$ cat src/rtl/fetch_prefetch_queue_pkg.sv
// Shared types and constants for the instruction prefetch queue.
// Optional performance counters are enabled with the PREFETCH_PERF_EN macro.
package prefetch_pkg;

  typedef enum logic [1:0] {
    IDLE = 2'd0,
    REQ  = 2'd1,
    WAIT = 2'd2,
    DROP = 2'd3
  } pf_state_t;

  typedef struct packed {
    logic [31:0] inst;
    logic [31:0] pc;
  } pf_entry_t;

  localparam logic [31:0] INST_BYTES = 32'd4;

  function automatic logic [31:0] next_pc(input logic [31:0] pc);
    return pc + INST_BYTES;
  endfunction

endpackage

$ cat src/rtl/fetch_prefetch_queue_if.sv
// Bus bundle between the prefetch queue, instruction memory, decode and fetch.
// Handshakes: a memory request transfers on the cycle imem_req & imem_gnt are both
// high, and the request holds imem_addr until then; an instruction transfers on the
// cycle inst_valid & inst_ready are both high, and the entry stays at the head until then.
interface fetch_prefetch_queue_if;
  logic        imem_req;
  logic [31:0] imem_addr;
  logic        imem_gnt;
  logic        imem_ack;
  logic [31:0] imem_rdata;
  logic        redirect;
  logic [31:0] redirect_pc;
  logic        inst_valid;
  logic        inst_ready;
  logic [31:0] inst;
  logic [31:0] inst_pc;
  logic [31:0] inst_pc4;

  modport master (
    output imem_req, imem_addr, inst_valid, inst, inst_pc, inst_pc4,
    input  imem_gnt, imem_ack, imem_rdata, redirect, redirect_pc, inst_ready
  );

  modport slave (
    input  imem_req, imem_addr, inst_valid, inst, inst_pc, inst_pc4,
    output imem_gnt, imem_ack, imem_rdata, redirect, redirect_pc, inst_ready
  );
endinterface

$ cat src/rtl/fetch_prefetch_queue_pf_fifo.sv
// Circular FIFO of {instruction, pc} entries with flush; the head is read straight
// from storage so the fetch outputs carry no extra register stage.
module pf_fifo
  import prefetch_pkg::*;
#(
  parameter int DEPTH = 4
) (
  input  logic                     clk,
  input  logic                     reset,
  input  logic                     push_i,
  input  pf_entry_t                push_data_i,
  input  logic                     pop_i,
  input  logic                     flush_i,
  output logic [$clog2(DEPTH):0]   count_o,
  output pf_entry_t                head_o
);

  localparam int AW = $clog2(DEPTH);
  localparam int CW = AW + 1;
  localparam logic [CW-1:0] FULL = CW'(DEPTH);

  pf_entry_t     mem_q [DEPTH];
  logic [AW-1:0] rd_ptr_q, rd_ptr_d;
  logic [AW-1:0] wr_ptr_q, wr_ptr_d;
  logic [CW-1:0] count_q, count_d;
  logic          do_push, do_pop;

  // Pop on empty is ignored; a push into a full FIFO only lands if a pop frees a slot.
  assign do_pop  = pop_i && (count_q != '0);
  assign do_push = push_i && ((count_q != FULL) || do_pop);

  always_comb begin
    rd_ptr_d = rd_ptr_q;
    wr_ptr_d = wr_ptr_q;
    count_d  = count_q;
    if (flush_i) begin
      rd_ptr_d = '0;
      wr_ptr_d = '0;
      count_d  = '0;
    end else begin
      if (do_push) wr_ptr_d = wr_ptr_q + 1'b1;
      if (do_pop)  rd_ptr_d = rd_ptr_q + 1'b1;
      if (do_push && !do_pop) count_d = count_q + 1'b1;
      if (!do_push && do_pop) count_d = count_q - 1'b1;
    end
  end

  always_ff @(posedge clk or negedge reset) begin
    if (!reset) begin
      rd_ptr_q <= '0;
      wr_ptr_q <= '0;
      count_q  <= '0;
      for (int i = 0; i < DEPTH; i++) mem_q[i] <= '0;
    end else begin
      rd_ptr_q <= rd_ptr_d;
      wr_ptr_q <= wr_ptr_d;
      count_q  <= count_d;
      if (do_push && !flush_i) mem_q[wr_ptr_q] <= push_data_i;
    end
  end

  assign count_o = count_q;
  assign head_o  = mem_q[rd_ptr_q];

endmodule

$ cat src/rtl/fetch_prefetch_queue.sv
// Sequential instruction prefetcher: one outstanding memory request, FIFO of fetched
// words, redirect flush. Define PREFETCH_PERF_EN to add stall/flush counters.
module fetch_prefetch_queue
  import prefetch_pkg::*;
#(
  parameter int          DEPTH    = 4,
  parameter logic [31:0] RESET_PC = 32'h0000_0000
) (
  input  logic                    clk,
  input  logic                    reset,
  fetch_prefetch_queue_if.master  bus,
  output pf_state_t               dbg_state_o
`ifdef PREFETCH_PERF_EN
  ,
  output logic [31:0]             perf_stall_cnt,
  output logic [31:0]             perf_flush_cnt
`endif
);

  localparam int CW = $clog2(DEPTH) + 1;
  localparam logic [CW-1:0] FULL = CW'(DEPTH);

  pf_state_t     state_q;
  logic [31:0]   fetch_pc_q;
  logic [31:0]   pending_pc_q;
  logic [31:0]   imem_addr_q;
  logic          imem_req_q;

  logic [CW-1:0] fifo_count;
  logic [CW-1:0] count_after;
  pf_entry_t     fifo_head;
  pf_entry_t     push_entry;
  logic          gnt, ack, redirect, push, pop, credit, inst_valid;
  logic [31:0]   target, fetch_pc_inc;

  assign gnt          = imem_req_q && bus.imem_gnt;
  assign ack          = bus.imem_ack;
  assign redirect     = bus.redirect;
  assign target       = bus.redirect_pc & ~32'd3;
  assign fetch_pc_inc = next_pc(fetch_pc_q);
  assign inst_valid   = (fifo_count != '0);

  assign push       = (state_q == WAIT) && ack && !redirect;
  assign pop        = inst_valid && bus.inst_ready && !redirect;
  assign push_entry = '{inst: bus.imem_rdata, pc: pending_pc_q};

  // Credit looks at the occupancy after this cycle's push/pop; in WAIT the pushed
  // word was the outstanding request, so no separate in-flight term is needed.
  assign count_after = fifo_count + CW'(push) - CW'(pop);
  assign credit      = (count_after < FULL);

  pf_fifo #(.DEPTH(DEPTH)) u_fifo (
    .clk         (clk),
    .reset       (reset),
    .push_i      (push),
    .push_data_i (push_entry),
    .pop_i       (pop),
    .flush_i     (redirect),
    .count_o     (fifo_count),
    .head_o      (fifo_head)
  );

  always_ff @(posedge clk or negedge reset) begin
    if (!reset) begin
      state_q      <= IDLE;
      fetch_pc_q   <= RESET_PC;
      pending_pc_q <= RESET_PC;
      imem_addr_q  <= RESET_PC;
      imem_req_q   <= 1'b0;
    end else if (redirect) begin
      fetch_pc_q <= target;
      imem_req_q <= 1'b0;
      unique case (state_q)
        IDLE: state_q <= IDLE;
        REQ:  state_q <= gnt ? DROP : REQ;
        WAIT, DROP: begin
          // An ack in the redirect cycle retires the stale request immediately.
          if (ack) begin
            state_q     <= REQ;
            imem_req_q  <= 1'b1;
            imem_addr_q <= target;
          end else begin
            state_q <= DROP;
          end
        end
        default: state_q <= IDLE;
      endcase
    end else begin
      unique case (state_q)
        IDLE: begin
          if (credit) begin
            state_q     <= REQ;
            imem_req_q  <= 1'b1;
            imem_addr_q <= fetch_pc_q;
          end
        end
        REQ: begin
          // imem_req is low here only for the cycle after a redirect dropped it.
          if (!imem_req_q) begin
            imem_req_q  <= 1'b1;
            imem_addr_q <= fetch_pc_q;
          end else if (gnt) begin
            state_q      <= WAIT;
            imem_req_q   <= 1'b0;
            pending_pc_q <= fetch_pc_q;
          end
        end
        WAIT: begin
          if (ack) begin
            fetch_pc_q <= fetch_pc_inc;
            if (credit) begin
              state_q     <= REQ;
              imem_req_q  <= 1'b1;
              imem_addr_q <= fetch_pc_inc;
            end else begin
              state_q <= IDLE;
            end
          end
        end
        DROP: begin
          if (ack) begin
            state_q     <= REQ;
            imem_req_q  <= 1'b1;
            imem_addr_q <= fetch_pc_q;
          end
        end
        default: state_q <= IDLE;
      endcase
    end
  end

  assign bus.imem_req   = imem_req_q;
  assign bus.imem_addr  = imem_addr_q;
  assign bus.inst_valid = inst_valid;
  assign bus.inst       = fifo_head.inst;
  assign bus.inst_pc    = fifo_head.pc;
  assign bus.inst_pc4   = next_pc(fifo_head.pc);
  assign dbg_state_o    = state_q;

`ifdef PREFETCH_PERF_EN
  logic [31:0] stall_cnt_q;
  logic [31:0] flush_cnt_q;

  always_ff @(posedge clk or negedge reset) begin
    if (!reset) begin
      stall_cnt_q <= '0;
      flush_cnt_q <= '0;
    end else begin
      if (bus.inst_ready && !inst_valid && (stall_cnt_q != '1)) stall_cnt_q <= stall_cnt_q + 32'd1;
      if (redirect && (flush_cnt_q != '1)) flush_cnt_q <= flush_cnt_q + 32'd1;
    end
  end

  assign perf_stall_cnt = stall_cnt_q;
  assign perf_flush_cnt = flush_cnt_q;
`endif

endmodule
$ cat src/flat_wrapper.sv
// flat-port wrapper written by rule: the top's interface ports become plain ports
module fetch_prefetch_queue_flat import prefetch_pkg::*;
#(
  parameter int          DEPTH    = 4,
  parameter logic [31:0] RESET_PC = 32'h0000_0000
)
  (clk, reset, dbg_state_o, bus_imem_req, bus_imem_addr, bus_inst_valid, bus_inst, bus_inst_pc, bus_inst_pc4, bus_imem_gnt, bus_imem_ack, bus_imem_rdata, bus_redirect, bus_redirect_pc, bus_inst_ready);
  fetch_prefetch_queue_if bus_i ();
  input  logic clk;
  input  logic reset;
  output pf_state_t dbg_state_o;
  output wire logic [$bits(bus_i.imem_req)-1:0] bus_imem_req;
  output wire logic [$bits(bus_i.imem_addr)-1:0] bus_imem_addr;
  output wire logic [$bits(bus_i.inst_valid)-1:0] bus_inst_valid;
  output wire logic [$bits(bus_i.inst)-1:0] bus_inst;
  output wire logic [$bits(bus_i.inst_pc)-1:0] bus_inst_pc;
  output wire logic [$bits(bus_i.inst_pc4)-1:0] bus_inst_pc4;
  input wire logic [$bits(bus_i.imem_gnt)-1:0] bus_imem_gnt;
  input wire logic [$bits(bus_i.imem_ack)-1:0] bus_imem_ack;
  input wire logic [$bits(bus_i.imem_rdata)-1:0] bus_imem_rdata;
  input wire logic [$bits(bus_i.redirect)-1:0] bus_redirect;
  input wire logic [$bits(bus_i.redirect_pc)-1:0] bus_redirect_pc;
  input wire logic [$bits(bus_i.inst_ready)-1:0] bus_inst_ready;
  assign bus_imem_req = bus_i.imem_req;
  assign bus_imem_addr = bus_i.imem_addr;
  assign bus_inst_valid = bus_i.inst_valid;
  assign bus_inst = bus_i.inst;
  assign bus_inst_pc = bus_i.inst_pc;
  assign bus_inst_pc4 = bus_i.inst_pc4;
  assign bus_i.imem_gnt = bus_imem_gnt;
  assign bus_i.imem_ack = bus_imem_ack;
  assign bus_i.imem_rdata = bus_imem_rdata;
  assign bus_i.redirect = bus_redirect;
  assign bus_i.redirect_pc = bus_redirect_pc;
  assign bus_i.inst_ready = bus_inst_ready;
  fetch_prefetch_queue #(.DEPTH(DEPTH), .RESET_PC(RESET_PC)) u_core (.clk(clk), .reset(reset), .bus(bus_i), .dbg_state_o(dbg_state_o));
endmodule
$ cat config.mk
export PLATFORM = sky130hd
export DESIGN_NAME = fetch_prefetch_queue_flat
export DESIGN_NICKNAME = d
export VERILOG_FILES = /design/src/rtl/fetch_prefetch_queue_pkg.sv /design/src/rtl/fetch_prefetch_queue_if.sv /design/src/rtl/fetch_prefetch_queue_pf_fifo.sv /design/src/rtl/fetch_prefetch_queue.sv /design/src/flat_wrapper.sv
export SDC_FILE = /design/constraint.sdc
export NUM_CORES = 1
export LEC_CHECK = 0
export ABC_CLOCK_PERIOD_IN_PS = 3240
export CAP_MARGIN = 20
export CELL_PAD_IN_SITES_DETAIL_PLACEMENT = 1
export CELL_PAD_IN_SITES_GLOBAL_PLACEMENT = 2
export CORE_ASPECT_RATIO = 0.6
export CORE_MARGIN = 3
export CORE_UTILIZATION = 46
export CTS_BUF_LIST = sky130_fd_sc_hd__clkbuf_4
export CTS_CLUSTER_DIAMETER = 120
export CTS_CLUSTER_SIZE = 8
export DETAILED_ROUTE_END_ITERATION = 10
export DONT_BUFFER_PORTS = 1
export PLACE_DENSITY = 0.91
export SLEW_MARGIN = 20
export SYNTH_ARGS = -nofsm -noshare
export SYNTH_HDL_FRONTEND = slang
export SYNTH_SLANG_ARGS = --single-unit
$ cat constraint.sdc
create_clock -name clk -period 3.24 [get_ports clk]
set_input_delay 0.648 -clock clk [delete_from_list [all_inputs] [get_ports clk]]
set_output_delay 0.648 -clock clk [all_outputs]
set_load 0.01 [all_outputs]
==> key figures <==
Final layout
  – Fin cells: 1791
  – Commonest cells after routing, fill and taps aside: dfrtp_1 (347), mux2_2 (274), buf_4 (81)
  – Cell area after layout: 0.0187 mm2
  – Commonest non-fill, non-tap cell in the layout: dfrtp_1
  – Area occupied by registers: 0.00874 mm2
  – Nets: between 1000 and 1500
  – Fraction of layout cells with a size suffix above 1: 0.424
  – Number of fill cells in the layout: 3462
  – Area occupied by multi-input gates: 0.00775 mm2
  – Layout area overhead: 12.4%

Floorplanning
  – Die height: 153 um
  – Initial Util: 0.470
  – Die ar.: 0.0385 mm2
  – Cell Rows: 53
  – Chip width: 251 um
  – Core box area: between 0.03 and 0.04 mm2
  – # IOs: 202

Timing
  – Final Critical Period: ~4000 ps
  – Slew @ Worst Pin: around 1000 ps
  – Layout Skew: ~56 ps
  – Max-slew violations: 0
  – Fin. Hold Viols: between 300 and 400
  – RSZ-0062 raised after global routing: true
  – Hold WS: -352 ps
  – Final worst-path cycle share: 1.20
  – Achievable Freq: around 0.26 GHz
  – Final setup violation count: 24
  – Setup WS post-layout: -650 ps
  – Slew margin rel.: 0.315

Route
  – Residual DRC count: 0
  – TritonRoute pass-1 iters: 5
  – Via count: 10483
  – Total wire length after detailed routing: 43100 um
  – 1st-iter DRT viols: around 700
  – Per-cell routed wire length: 24.1 um
  – Via/cell ratio: 5.85
  – Antenna-violating nets left: 0

Setup path
  – Start point of the critical path: u_core.u_fifo.rd_ptr_q[0]$_DFFE_PN0P_
  – Most common cell on crit path: and4_4
  – CP Max Fanout: 5
  – Worst-path cell chain: buf_6 -> mux4_2 -> and4_4 -> and4_4 -> or3b_4 -> nor3_4 -> xor2_1 -> buf_4
  – Crit-path slowest cell: dfrtp_4
  – RR Startpoint: u_core.u_fifo.count_o[2]$_DFFE_PN0P_
  – CP required: 2590 ps
  – R2R depth: 12
  – Crit path launch type: register
  – Critical path class: register to output port
  – CP Data Arrival Time: between 3000 and 4000 ps
  – Critical Path Max Stage Delay: 550 ps
  – CP Capture Type: output port

Global routing
  – Largest net degree at the start of global routing: 350
  – Antenna violations before repair: 1
  – Vias in the first global route: around 12000
  – First-pass GRT wire length: 68400 um
  – Total GRT Usage: 0.226
  – Overflow after GRT: 0

Placement
  – DP HPWL: 28600 um
  – Number of buffers added on ports: 0
  – DP Cell Count: between 1500 and 2000
  – Placed instance area: 0.0175 mm2
  – Final Wtd Congestion: around 0.8
  – Pre-CTS setup slack: -72.1 ps

Logic synthesis
  – Post-synth ARST share: 1.00
  – Sequential share of the synthesized area: 0.525
  – Compound-cell area share of the yosys netlist: 0.0360
  – Post-synth top flop: dfrtp_1
  – Synth warnings: 0
  – Synth Area in Adders: 0.00722
  – Mapped Area: 0.0166 mm2
  – Avg Cell Area, Syn: between 10 and 15 um2
  – XOR/XNOR Fraction of Synth Area: 0.0415
  – Synthesized instance count: 1216
  – Number of synthesized flops with an enable pin: 0
  – Post-synthesis simple-gate area fraction: 0.0715
  – Count of cell types in the netlist: 67
  – Proportion of synthesized area in mux cells: 0.290
  – Largest family of logic cells by synthesized area: multiplexers
  – #FFs+latches synth: 349

Hold path
  – Hold WC Path Type: input port to asynchronous set/reset pin

Power and ir drop
  – Peak VDD IR: 0.283 mV
  – Lkg Pwr: 8.70 nW
  – Total power: between 0.01 and 0.015 W
  – Pwr dens: 669 mW/mm2

Clock tree
  – Clk Tree Root Cell: clkbuf_4
  – Worst-case clock buffer depth: 3
  – Clock tree sinks: ~350
  – Clk slew on worst S/H paths: around 100 ps
  – CTS tree: built
  – Skew-Pair Late Insertion Delay: 720 ps
  – CTS Buf Count: 49
  – H-tree lvl count: 2

Status
  – Status: complete, but fails checks
  – Failing checks: negative hold slack, negative setup slack

Flow run
  – Max cap viols: 0
[area by class of cell]
class	count	area share
repair buffers	128	0.0612
inverters	16	0.00321
diodes	1	0.000134
multi-input cells	775	0.415
flip-flops and latches	349	0.468
well taps	467	0.0313
clock inverters	2	0.000469
clock buffers	53	0.0213
[what timing repair did]
item,CTS,global route
buffers inserted,14,3
pin swaps,11,12
resized for setup,56,32
endpoints found under the hold margin,397,361
hold buffers,18,10
endpoints found under the setup margin,42,52
[registers in the layout, summed over array words and instances, names as in the netlist]
signal / count
u_core.pending_pc_q: 30
u_core.bus.imem_req: 1
u_core.bus.imem_addr: 31
u_core.u_fifo.mem_q: 248
u_core.fetch_pc_q: 30
u_core.dbg_state_o: 2
u_core.u_fifo.rd_ptr_q: 2
u_core.u_fifo.wr_ptr_q: 2
u_core.u_fifo.count_o: 3
[worst max-delay path, delay by kind of cell, from the launching register on]
| family | cells | cell delay (ps) |
|---|---|---|
| buffers and inverters | 2 | 290 |
| multiplexers | 1 | 350 |
| XOR/XNOR | 1 | 170 |
| flip-flops | 1 | 550 |
| AND/OR/NAND/NOR | 4 | 1150 |
[report_power, final]
group | internal (W) | switching (W) | total [W]
Clock | 0.000751 | 0.00147 | 0.00222
Sequential | 0.00516 | 0.000870 | 0.00603
Combinational | 0.00214 | 0.00211 | 0.00425
Total | 0.00805 | 0.00445 | 0.0125
[per-stage QoR]
step / util / TNS [ps]
finish: 0.529 / -8560
global placement: 0.495 / -50.6
CTS: 0.522 / -10090
global route: 0.529 / -11940
floorplan: - / 0
detailed placement: 0.495 / -72.1
[cell families (layout without fill, tap and decap cells)]
kind of cell / Yosys count / count (layout)
AOI/OAI and AO/OA: 93 / 93
adders and majority gates: 9 / 9
buffers and inverters: 95 / 199
DFF: 349 / 349
and+or+nand+nor: 228 / 228
xor gates and xnor gates: 77 / 77
muxes: 364 / 364
other: 1 / 5
[layer usage]
metal,share of wire,GRT usage
met1,0.45,0.314
met2,0.48,0.365
met3,0.056,0.0505
met4,0.019,0.0508
met5,0,0
[synthesized netlist by cell type, drive strengths merged (2+ instances only)]
master    n  share of area
nand4    22         0.0090
a211oi    3         0.0014
mux2    293           0.20
xnor2    48          0.025
buf      55          0.020
mux4     62          0.086
nand2    73          0.018
dfrtp   349           0.53
a31oi     4         0.0015
ha        8         0.0060
nor2     53          0.013
nand3    26         0.0081
xor2     29          0.016
a211o     4         0.0021
inv      16         0.0036
mux2i     9         0.0054
o21ai    42          0.013
and4      3         0.0018
clkbuf   24         0.0054
or3       4         0.0015
a21o      2        0.00090
a221o     5         0.0030
a21oi    13         0.0041
nor2b     2        0.00075
nand2b    3         0.0011
nor3     11         0.0042
o22a      4         0.0021
nor3b     2         0.0016
nor4      3         0.0011
and3     12         0.0045
a222oi    3         0.0018
a221oi    2         0.0011
and2      9         0.0034
o31ai     5         0.0023
[worst paths after layout]
path                                                               to  slack, ps
worst max-delay path                                 bus_inst_pc4[28]       -650
worst min-delay path              u_core.u_fifo.mem_q[37]$_DFFE_PN0P_       -350
worst max register to register   u_core.bus.imem_addr[19]$_DFFE_PN0P_        280
worst min register to register   u_core.u_fifo.mem_q[115]$_DFFE_PN0P_        500
max in group asynchronous       u_core.u_fifo.rd_ptr_q[0]$_DFFE_PN0P_       2960
min in group clk                     u_core.fetch_pc_q[4]$_DFFE_PN0P_         80
Power figures use the tool's default switching activity.
